[src/rtl/fp_addsub_seq.sv]
// Multi-cycle IEEE-754 single-precision add/subtract (denormals flushed, 255-exponent inputs unsupported).
// Build option: FP_ADDSUB_SEQ_ROUND_EN selects round-to-nearest-even; otherwise the result is truncated.
module fp_addsub_seq (
  input  logic        CLK,
  input  logic        RST_N,
  input  logic        START,
  input  logic [2:0]  OP_CODE,
  input  logic [31:0] A,
  input  logic [31:0] B,
  output logic        BUSY,
  output logic        DONE,
  output logic        ERR,
  output logic [31:0] RESULT
);
  // state  | meaning
  // IDLE   | waiting for START, outputs hold last result
  // ALIGN  | smaller mantissa shifted right one bit per cycle
  // ADDSUB | signed-magnitude add/subtract of aligned mantissas
  // NORM   | carry shifted right or leading zeros shifted left
  // ROUND  | round-to-nearest-even (round build only)
  // FIN    | result packed, DONE pulsed on exit
  typedef enum logic [2:0] {IDLE, ALIGN, ADDSUB, NORM, ROUND, FIN} state_t;

  state_t      state;
  logic        sign_x, sign_y, res_sign;
  logic        zero_f, ovf_f, unf_f, err_f;
  logic [7:0]  exp_r, shift_cnt;
  logic [26:0] man_x, man_y;
  logic [27:0] man;

  // mantissa layout: [26] hidden, [25:3] fraction, [2] guard, [1] round, [0] sticky
  logic [7:0]  exp_a, exp_b;
  logic [26:0] ext_a, ext_b;
  logic        sign_b_eff, a_is_x;
  logic [27:0] sum;
  logic        sum_sign;

  always_comb begin
    exp_a      = A[30:23];
    exp_b      = B[30:23];
    ext_a      = (exp_a == 8'd0) ? 27'd0 : {1'b1, A[22:0], 3'b000};
    ext_b      = (exp_b == 8'd0) ? 27'd0 : {1'b1, B[22:0], 3'b000};
    sign_b_eff = B[31] ^ OP_CODE[0];
    a_is_x     = (exp_a >= exp_b);
  end

  always_comb begin
    sum      = 28'd0;
    sum_sign = sign_x;
    if (sign_x == sign_y) begin
      sum = {1'b0, man_x} + {1'b0, man_y};
    end else if (man_x >= man_y) begin
      sum = {1'b0, man_x} - {1'b0, man_y};
    end else begin
      sum      = {1'b0, man_y} - {1'b0, man_x};
      sum_sign = sign_y;
    end
  end

`ifdef FP_ADDSUB_SEQ_ROUND_EN
  logic        round_up;
  logic [24:0] rounded;
  always_comb begin
    round_up = man[2] & (man[1] | man[0] | man[3]);
    rounded  = {1'b0, man[26:3]} + {24'd0, round_up};
  end
  localparam state_t AFTER_NORM = ROUND;
`else
  localparam state_t AFTER_NORM = FIN;
`endif

  always_ff @(posedge CLK or negedge RST_N) begin
    if (!RST_N) begin
      state     <= IDLE;
      BUSY      <= 1'b0;
      DONE      <= 1'b0;
      ERR       <= 1'b0;
      RESULT    <= 32'd0;
      sign_x    <= 1'b0;
      sign_y    <= 1'b0;
      res_sign  <= 1'b0;
      zero_f    <= 1'b0;
      ovf_f     <= 1'b0;
      unf_f     <= 1'b0;
      err_f     <= 1'b0;
      exp_r     <= 8'd0;
      shift_cnt <= 8'd0;
      man_x     <= 27'd0;
      man_y     <= 27'd0;
      man       <= 28'd0;
    end else begin
      DONE <= 1'b0;
      case (state)
        IDLE: if (START) begin
          BUSY   <= 1'b1;
          zero_f <= 1'b0;
          ovf_f  <= 1'b0;
          unf_f  <= 1'b0;
          if (OP_CODE[2:1] != 2'b00) begin
            err_f <= 1'b1;
            state <= FIN;
          end else begin
            err_f <= 1'b0;
            if (a_is_x) begin
              sign_x    <= A[31];
              sign_y    <= sign_b_eff;
              man_x     <= ext_a;
              man_y     <= ext_b;
              exp_r     <= exp_a;
              shift_cnt <= exp_a - exp_b;
            end else begin
              sign_x    <= sign_b_eff;
              sign_y    <= A[31];
              man_x     <= ext_b;
              man_y     <= ext_a;
              exp_r     <= exp_b;
              shift_cnt <= exp_b - exp_a;
            end
            state <= ALIGN;
          end
        end
        ALIGN: begin
          if (shift_cnt == 8'd0) begin
            state <= ADDSUB;
          end else if (shift_cnt > 8'd26 || man_y == 27'd0) begin
            man_y     <= {26'd0, |man_y};
            shift_cnt <= 8'd0;
          end else begin
            man_y     <= {1'b0, man_y[26:2], man_y[1] | man_y[0]};
            shift_cnt <= shift_cnt - 8'd1;
          end
        end
        ADDSUB: begin
          man      <= sum;
          res_sign <= sum_sign;
          if (sum == 28'd0) begin
            zero_f <= 1'b1;
            state  <= FIN;
          end else begin
            state <= NORM;
          end
        end
        NORM: begin
          if (man[27]) begin
            man <= {1'b0, man[27:2], man[1] | man[0]};
            if (exp_r == 8'd254) begin
              ovf_f <= 1'b1;
              state <= FIN;
            end else begin
              exp_r <= exp_r + 8'd1;
              state <= AFTER_NORM;
            end
          end else if (man[26]) begin
            state <= AFTER_NORM;
          end else if (exp_r == 8'd1) begin
            unf_f <= 1'b1;
            state <= FIN;
          end else begin
            man   <= {man[26:0], 1'b0};
            exp_r <= exp_r - 8'd1;
          end
        end
`ifdef FP_ADDSUB_SEQ_ROUND_EN
        ROUND: begin
          // a carry out of rounding leaves an all-zero fraction one binade up
          if (rounded[24]) begin
            man[26:3] <= rounded[24:1];
            if (exp_r == 8'd254) ovf_f <= 1'b1;
            else                 exp_r <= exp_r + 8'd1;
          end else begin
            man[26:3] <= rounded[23:0];
          end
          state <= FIN;
        end
`endif
        FIN: begin
          DONE  <= 1'b1;
          BUSY  <= 1'b0;
          ERR   <= err_f;
          state <= IDLE;
          if (err_f || zero_f) RESULT <= 32'd0;
          else if (ovf_f)      RESULT <= {res_sign, 8'hFF, 23'd0};
          else if (unf_f)      RESULT <= {res_sign, 31'd0};
          else                 RESULT <= {res_sign, exp_r, man[25:3]};
        end
        default: state <= IDLE;
      endcase
    end
  end
endmodule

[config.mk]
export PLATFORM = sky130hd
export DESIGN_NAME = fp_addsub_seq
export DESIGN_NICKNAME = d
export VERILOG_FILES = /design/src/rtl/fp_addsub_seq.sv
export SDC_FILE = /design/constraint.sdc
export NUM_CORES = 1
export LEC_CHECK = 0
export CAP_MARGIN = 20
export CELL_PAD_IN_SITES_DETAIL_PLACEMENT = 1
export CELL_PAD_IN_SITES_GLOBAL_PLACEMENT = 1
export CORE_UTILIZATION = 45
export CTS_CLUSTER_SIZE = 10
export DETAILED_ROUTE_END_ITERATION = 6
export PLACE_DENSITY = 0.86
export SYNTH_ARGS = -nofsm -noshare
export SYNTH_HDL_FRONTEND = slang
export SYNTH_SLANG_ARGS = --single-unit
[constraint.sdc]
create_clock -name CLK -period 3.9 [get_ports CLK]
set_input_delay 0.585 -clock CLK [delete_from_list [all_inputs] [get_ports CLK]]
set_output_delay 0.585 -clock CLK [all_outputs]
set_load 0.005 [all_outputs]
==> results.md, run 1 <==
* CTS tree: built
* Worst Setup End Kind: flip-flop
* Final hold slack at roughly 190 ps
* Top_reg_cell synth: dfrtp_1
* Initial DRC count at approximately 1,700
* GRT Util Overall at around 37%
* Setup-failing EPs final at 3
* WS Path Type: flip-flop to flip-flop
* Die area at 27,500 µm²
* Syn Nets at 1,707
* Slowest cell on crit path: or4_4
* Yosys warns at 0
* Port Buffers at 104
* Fin crit share at 108%
* Post-synth EDFFs at 0
* RSZ-0062 raised after global routing: yes
* Mapped Area at between 10,000 and 15,000 µm²
* Routability cong. at roughly 1
* Synth area leader: dfrtp_1
* Max-Slew Margin vs Limit at a little over a quarter
* Setup Skew at about 16 ps
* Pin count of the biggest net entering global routing at slightly below 80
* H-tree depth at 4
* Via count at around 14,000
* Wire per inst at ~25 µm
* Grt total ovfl at 0
* DP HPWL at around 37,000 µm
* Failing checks: DRC, setup timing
* Via density per instance at 6.74
* Synth top cells by count: 174 x a21oi_1, 141 x nand2_1, 140 x dfrtp_1
* Maximum capacitance violations at 0
* Min-Delay Path Class: input pin to asynchronous set/reset pin
* Largest cells by area after synthesis: dfrtp_1 29%, ha_1 10%, a21oi_1 7.2%
* Startpoint types: flip-flop
* Fillers at roughly 3,100
* Critical path required time at roughly 4300 ps
* Initial Utilization at 46.1%
* Fmax at ~240 MHz
* Max stage delay on crit path at around 540 ps
* Post-Synthesis Cells at approximately 1,500
* CP Cell Sequence: inv_1, ha_1, nand2_2, buf_4, a21oi_1, o211ai_1, and2_1, or3_1, a21oi_1, nor3_1, or4_4, nor4_4, buf_4, nand4b_1, o21ai_1
* Register bit count reported by yosys at 140
* Design area at ~16,000 µm²
* Critical Path AT at 4580 ps
* Antenna violations before repair at 0
* Routed WL at 54,300 µm
* Seq/Total Area, Yosys at 29.0%
* Root Buffer: clkbuf_16
* Final hold vios at 0
* Initial DRT Pass Iterations at 7
* Antenna-violating nets left at 0
* Via count of the first global-routing pass at 14,400
* Slew @ Worst Pin at 1090 ps
* Post-synth top area share at between 20% and 30%
* Clock tree buffer depth at 2
* Die W at roughly 170 µm
* CTS sink count at between 100 and 150
* Core area at around 26,000 µm²
* Status: complete, but fails checks
* Critical path's top delay family: simple AND/OR/NAND/NOR gates
* Max FO, Critical Path at 4
* N_diodes at 0
* Final #Nets at slightly below 2,000
* Cell variety after synth at 78
* Final worst-path setup slack at -313 ps
* IO Pins at approximately 110
* Clock slew seen by the registers of the worst setup and hold paths at ~80 ps
* Syn-to-layout area delta at 34.4%
* Share of layout cells above drive strength 1 at about 22%
* Row count at 59
* DRC viols at 10
* Area after DPL at 14,800 µm²
* Skew-Pair Late Insertion Delay at approximately 450 ps
* Mean cell area of the mapped netlist at around 7.9 µm²
* Die Height at around 170 µm
* Async S/R FF share, synth at 100%
* CP Buf/Inv Count at 3
* Pre-CTS setup slack at -232 ps
* Number of buffers created by CTS at 17
* Most frequent cell after synthesis: a21oi_1
* First-pass GRT wire length at between 80,000 and 90,000 µm
* Min cycle time layout at between 4000 and 5000 ps
* Final slew viol count at 0
-- through the flow --
stage	utilization, %	cells	TNS (ps)
finish	62.0	2147	-839
detailed placement	56.6	2082	-697
global placement	56.6	2082	-237
floorplan	-	1534	0
CTS	59.9	2124	0
global route	62.0	2147	-994
-- flip-flops by register name, summed over array words and instances, names as in the netlist, 3 cells and up --
| name | flops |
|---|---|
| RESULT | 32 |
| man_x | 24 |
| shift_cnt | 8 |
| exp_r | 8 |
| state | 3 |
| man_y | 27 |
| man | 28 |
-- final timing paths --
kind / start / depth (start not counted) / slack (ps) / endpoint
worst min register to register: BUSY / 2 / 490 / BUSY
worst max register to register: man_x[6] / 15 / -310 / state[2]
worst max-delay path: man_x[6] / 15 / -310 / state[2]
max in group asynchronous: RST_N / 2 / 2890 / exp_r[4]
worst min-delay path: RST_N / 1 / 190 / RESULT[5]
min in group CLK: BUSY / 2 / 490 / BUSY
-- area by class of cell --
class                      count  area [µm²]  share of cell area (%)
multi-input combinational   1187        8400                    51.7
inverter                     103         387                    2.38
timing repair buffer         350        2960                    18.2
clock buffer                  18         439                    2.70
clock inverter                14         128                   0.786
tap                          335         419                    2.58
sequential                   140        3510                    21.6
-- what timing repair did --
action,in CTS,in global routing
hold buffers,0,0
resized for setup,44,71
buffers inserted,10,23
endpoints found under the setup margin,5,7
pin swaps,10,23
-- cell families after synthesis --
| group | count (synthesis) | share of synthesized area (%) |
|---|---|---|
| AO/OA/AOI/OAI | 565 | 30.8 |
| XOR/XNOR | 30 | 2.17 |
| adder cells (fa/ha/maj) | 103 | 10.9 |
| buffers and inverters | 207 | 6.59 |
| flip-flops | 140 | 29.0 |
| multiplexers | 17 | 1.47 |
| AND/OR/NAND/NOR | 472 | 19.1 |
-- worst register-to-register path, stage by stage, from the launching register on --
cell and delay, ps:
dfrtp_1 400, inv_1 110, ha_1 390, nand2_2 130
buf_4 190, a21oi_1 250, o211ai_1 230, and2_1 260
or3_1 410, a21oi_1 220, nor3_1 110, or4_4 540
nor4_4 340, buf_4 170, nand4b_1 160, o21ai_1 210
-- cell usage in the layout (no fill, tap or decap), drive strengths merged, types with 54 or more instances in the layout --
cell type,synthesis,final
o21ai,122,122
nand2,141,141
dfrtp,140,140
inv,102,109
ha,99,99
clkdlybuf4s50,0,103
a21oi,174,174
buf,17,247
nand3,54,54
nor2,108,108
-- layer usage --
| layer | vias up | track usage (%) | wire (µm) |
|---|---|---|---|
| li1 | 6196 | - | - |
| met1 | 7108 | 46.5 | 21300 |
| met2 | 914 | 61.9 | 25500 |
| met3 | 258 | 5.36 | 4620 |
| met4 | 0 | 16.8 | 2930 |
| met5 | - | 0 | 0 |
Power of run 1 is left out: the tool's default activity adds up to more than one toggle a clock period on the data nets, which glitch-free logic cannot reach.
==> run 2: changes to the inputs <==
- CORE_MARGIN: default -> 5
- clock period: 3.9 -> 4 ns (I/O delays scaled with it)
==> run 2 against run 1 <==
  * The flow finishes with violations (setup timing)
  * Sequential share of layout area up 0.78 points
  * Register-to-register slack better by 220 ps
  * Sequential cell count did not move
==> results.md, run 2 (synthesis gave the netlist of run 1 again) <==
* Status: complete, but fails checks
* Failing checks: setup timing
* Antenna-violating nets left at 0 (unchanged)
* Min cycle time layout at 4090 ps (-120 ps)
* GRT Util Overall at 31.2% (-5.4 points)
* Max-Slew Margin vs Limit at 43.7% (+16 points)
* Post-layout util at 58.7% (-3.2 points)
* Core area at 26,700 µm² (+2.0%)
* Slew @ Worst Pin at 839 ps (-247 ps)
* Max reg flops at 32 (unchanged)
* Total negative setup slack at -217 ps (+622 ps)
* Initial DRT Pass Iterations at 5 (-2)
* Number of buffers created by CTS at 17 (unchanged)
* Pin count of the biggest net entering global routing at 89 (+14%)
* Initial DRC count at 1,473 (-12%)
* Maximum capacitance violations at 0 (unchanged)
* Skew-Pair Late Insertion Delay at 440 ps (about the same)
* Die area at 30,200 µm² (+9.9%)
* Setup Skew at 13.6 ps (-2.02 ps)
* IO Pins at 105 (unchanged)
* Clock slew seen by the registers of the worst setup and hold paths at 80 ps (about the same)
* Root Buffer: clkbuf_16
* Critical Path AT at 4460 ps (-120 ps)
* Final worst-path setup slack at -92.6 ps (+220 ps)
* Area after DPL at 14,500 µm² (-2.3%)
* Final slew viol count at 0 (unchanged)
* Commonest non-fill, non-tap cell in the layout: buf_4
* Fin crit share at 102% (-5.7 points)
* Port Buffers at 104 (unchanged)
* Via count at 13,700 (-5.4%)
* Fmax at 244 MHz (+2.9%)
* Die Height at 174 µm (+4.8%)
* Max FO, Critical Path at 4 (unchanged)
* Syn-to-layout area delta at 29.9%
* Top flop regs: RESULT x32, man x28, man_y x27
* Design area at 15,700 µm² (-3.4%)
* Critical path required time at 4370 ps (+110 ps)
* Grt total ovfl at 0 (unchanged)
* H-tree depth at 4 (unchanged)
* Final #Nets at 1,915 (-2.9%)
* Final hold vios at 0 (unchanged)
* Die W at 174 µm (+4.8%)
* Antenna violations before repair at 1 (+1)
* Worst Setup End Kind: flip-flop
* DP HPWL at 37,200 µm (-0.38%)
* CTS tree: built
* DRC viols at 0 (-10)
* Share of layout cells above drive strength 1 at 18.7% (-3.2 points)
* Initial Utilization at 45.2% (-0.90 points)
* Routed WL at 51,500 µm (-5.2%)
* Routability cong. at 1.04 (+5.4%)
* Row count at 60 (+1.7%)
* Setup-failing EPs final at 3 (unchanged)
* Clock tree buffer depth at 2 (unchanged)
* WS Path Type: flip-flop to flip-flop
* Startpoint types: flip-flop
* Commonest non-fill, non-tap cells in the layout: 183 x buf_4, 165 x a21oi_1, 138 x nand2_1
* Via density per instance at 6.53 (-3.1%)
* CTS sink count at 140 (unchanged)
* Wire per inst at 24.6 µm (-2.9%)
* First-pass GRT wire length at 76,800 µm (-4.4%)
* Min-Delay Path Class: input pin to asynchronous set/reset pin
* Via count of the first global-routing pass at 13,700 (-5.1%)
* Most flops, register: RESULT
run 2: cell types whose count changed in the layout (fill, tap and decap cells not counted), sizes merged:
cell,previous run,this run
bufinv,0,2
diode,0,1
clkinv,5,4
inv,109,111
buf,247,189
clkinvlp,3,1
run 2: through the flow:
step           hold slack, ps  worst slack (ps)  std cells
2_1_floorplan             304               405       1534
3_3_place_gp              458              -103       2042
3_5_place_dp              490              -181       2042
4_1_cts                   263              22.5       2074
5_1_grt                   315              -123       2096
6_report                  222             -92.6       2097
run 2: critical path, cell delays in order (launching register included):
cell and delay [ps]:
dfrtp_1 460, inv_2 140, ha_4 160, inv_4 50
or4_4 590, nor4_4 380, buf_4 190, a211oi_4 50
buf_4 160, clkbuf_16 140, nor2_2 150, o31ai_4 100
xnor2_1 170, or4_1 590, nor4_4 170, buf_4 170
nand4b_1 160, o21ai_1 190
run 2: per-layer routing:
layer | wire length (µm) | track usage, % | vias up
met5 | 0 | 0 | -
met2 | 23700 | 50.7 | 657
met4 | 1650 | 9.40 | 0
met3 | 3910 | 4.82 | 129
met1 | 22300 | 43.2 | 6820
li1 | - | - | 6093
run 2: worst paths after layout:
check / startpoint / endpoint / cells past startpoint / slack (ps)
setup / recovery: man_y[0] / state[2] / 17 / -90
hold / removal: RST_N / RESULT[8] / 1 / 220
setup reg to reg: man_y[0] / state[2] / 17 / -90
hold reg to reg: BUSY / BUSY / 2 / 500
max in group asynchronous: RST_N / man_x[3] / 2 / 2950
min in group CLK: BUSY / BUSY / 2 / 500
run 2: repair_timing:
item | in CTS | in global routing
hold buffers | 0 | 0
cloned | 0 | 1
pin swaps | 0 | 24
hold endpoints to repair | 0 | 0
setup buffers | 0 | 22
setup endpoints to repair | 1 | 4
resized for setup | 1 | 92
run 2: final cells by class:
class,instances,area [µm²]
clock buffer,17,425
inverter,103,389
tap,341,427
clock inverter,15,193
sequential,140,3510
multi-input combinational,1187,8210
fill,3210,11000
timing repair buffer,293,2540
antenna,1,2.50
Power of run 2 is left out for the same reason.
==> run 3: changes to the inputs <==
- HOLD_SLACK_MARGIN: default -> 0.05
==> results of run 3 <==
Same layout as run 2: the final DEF is identical, and so are final timing and power.
Power of run 3 is left out for the same reason.
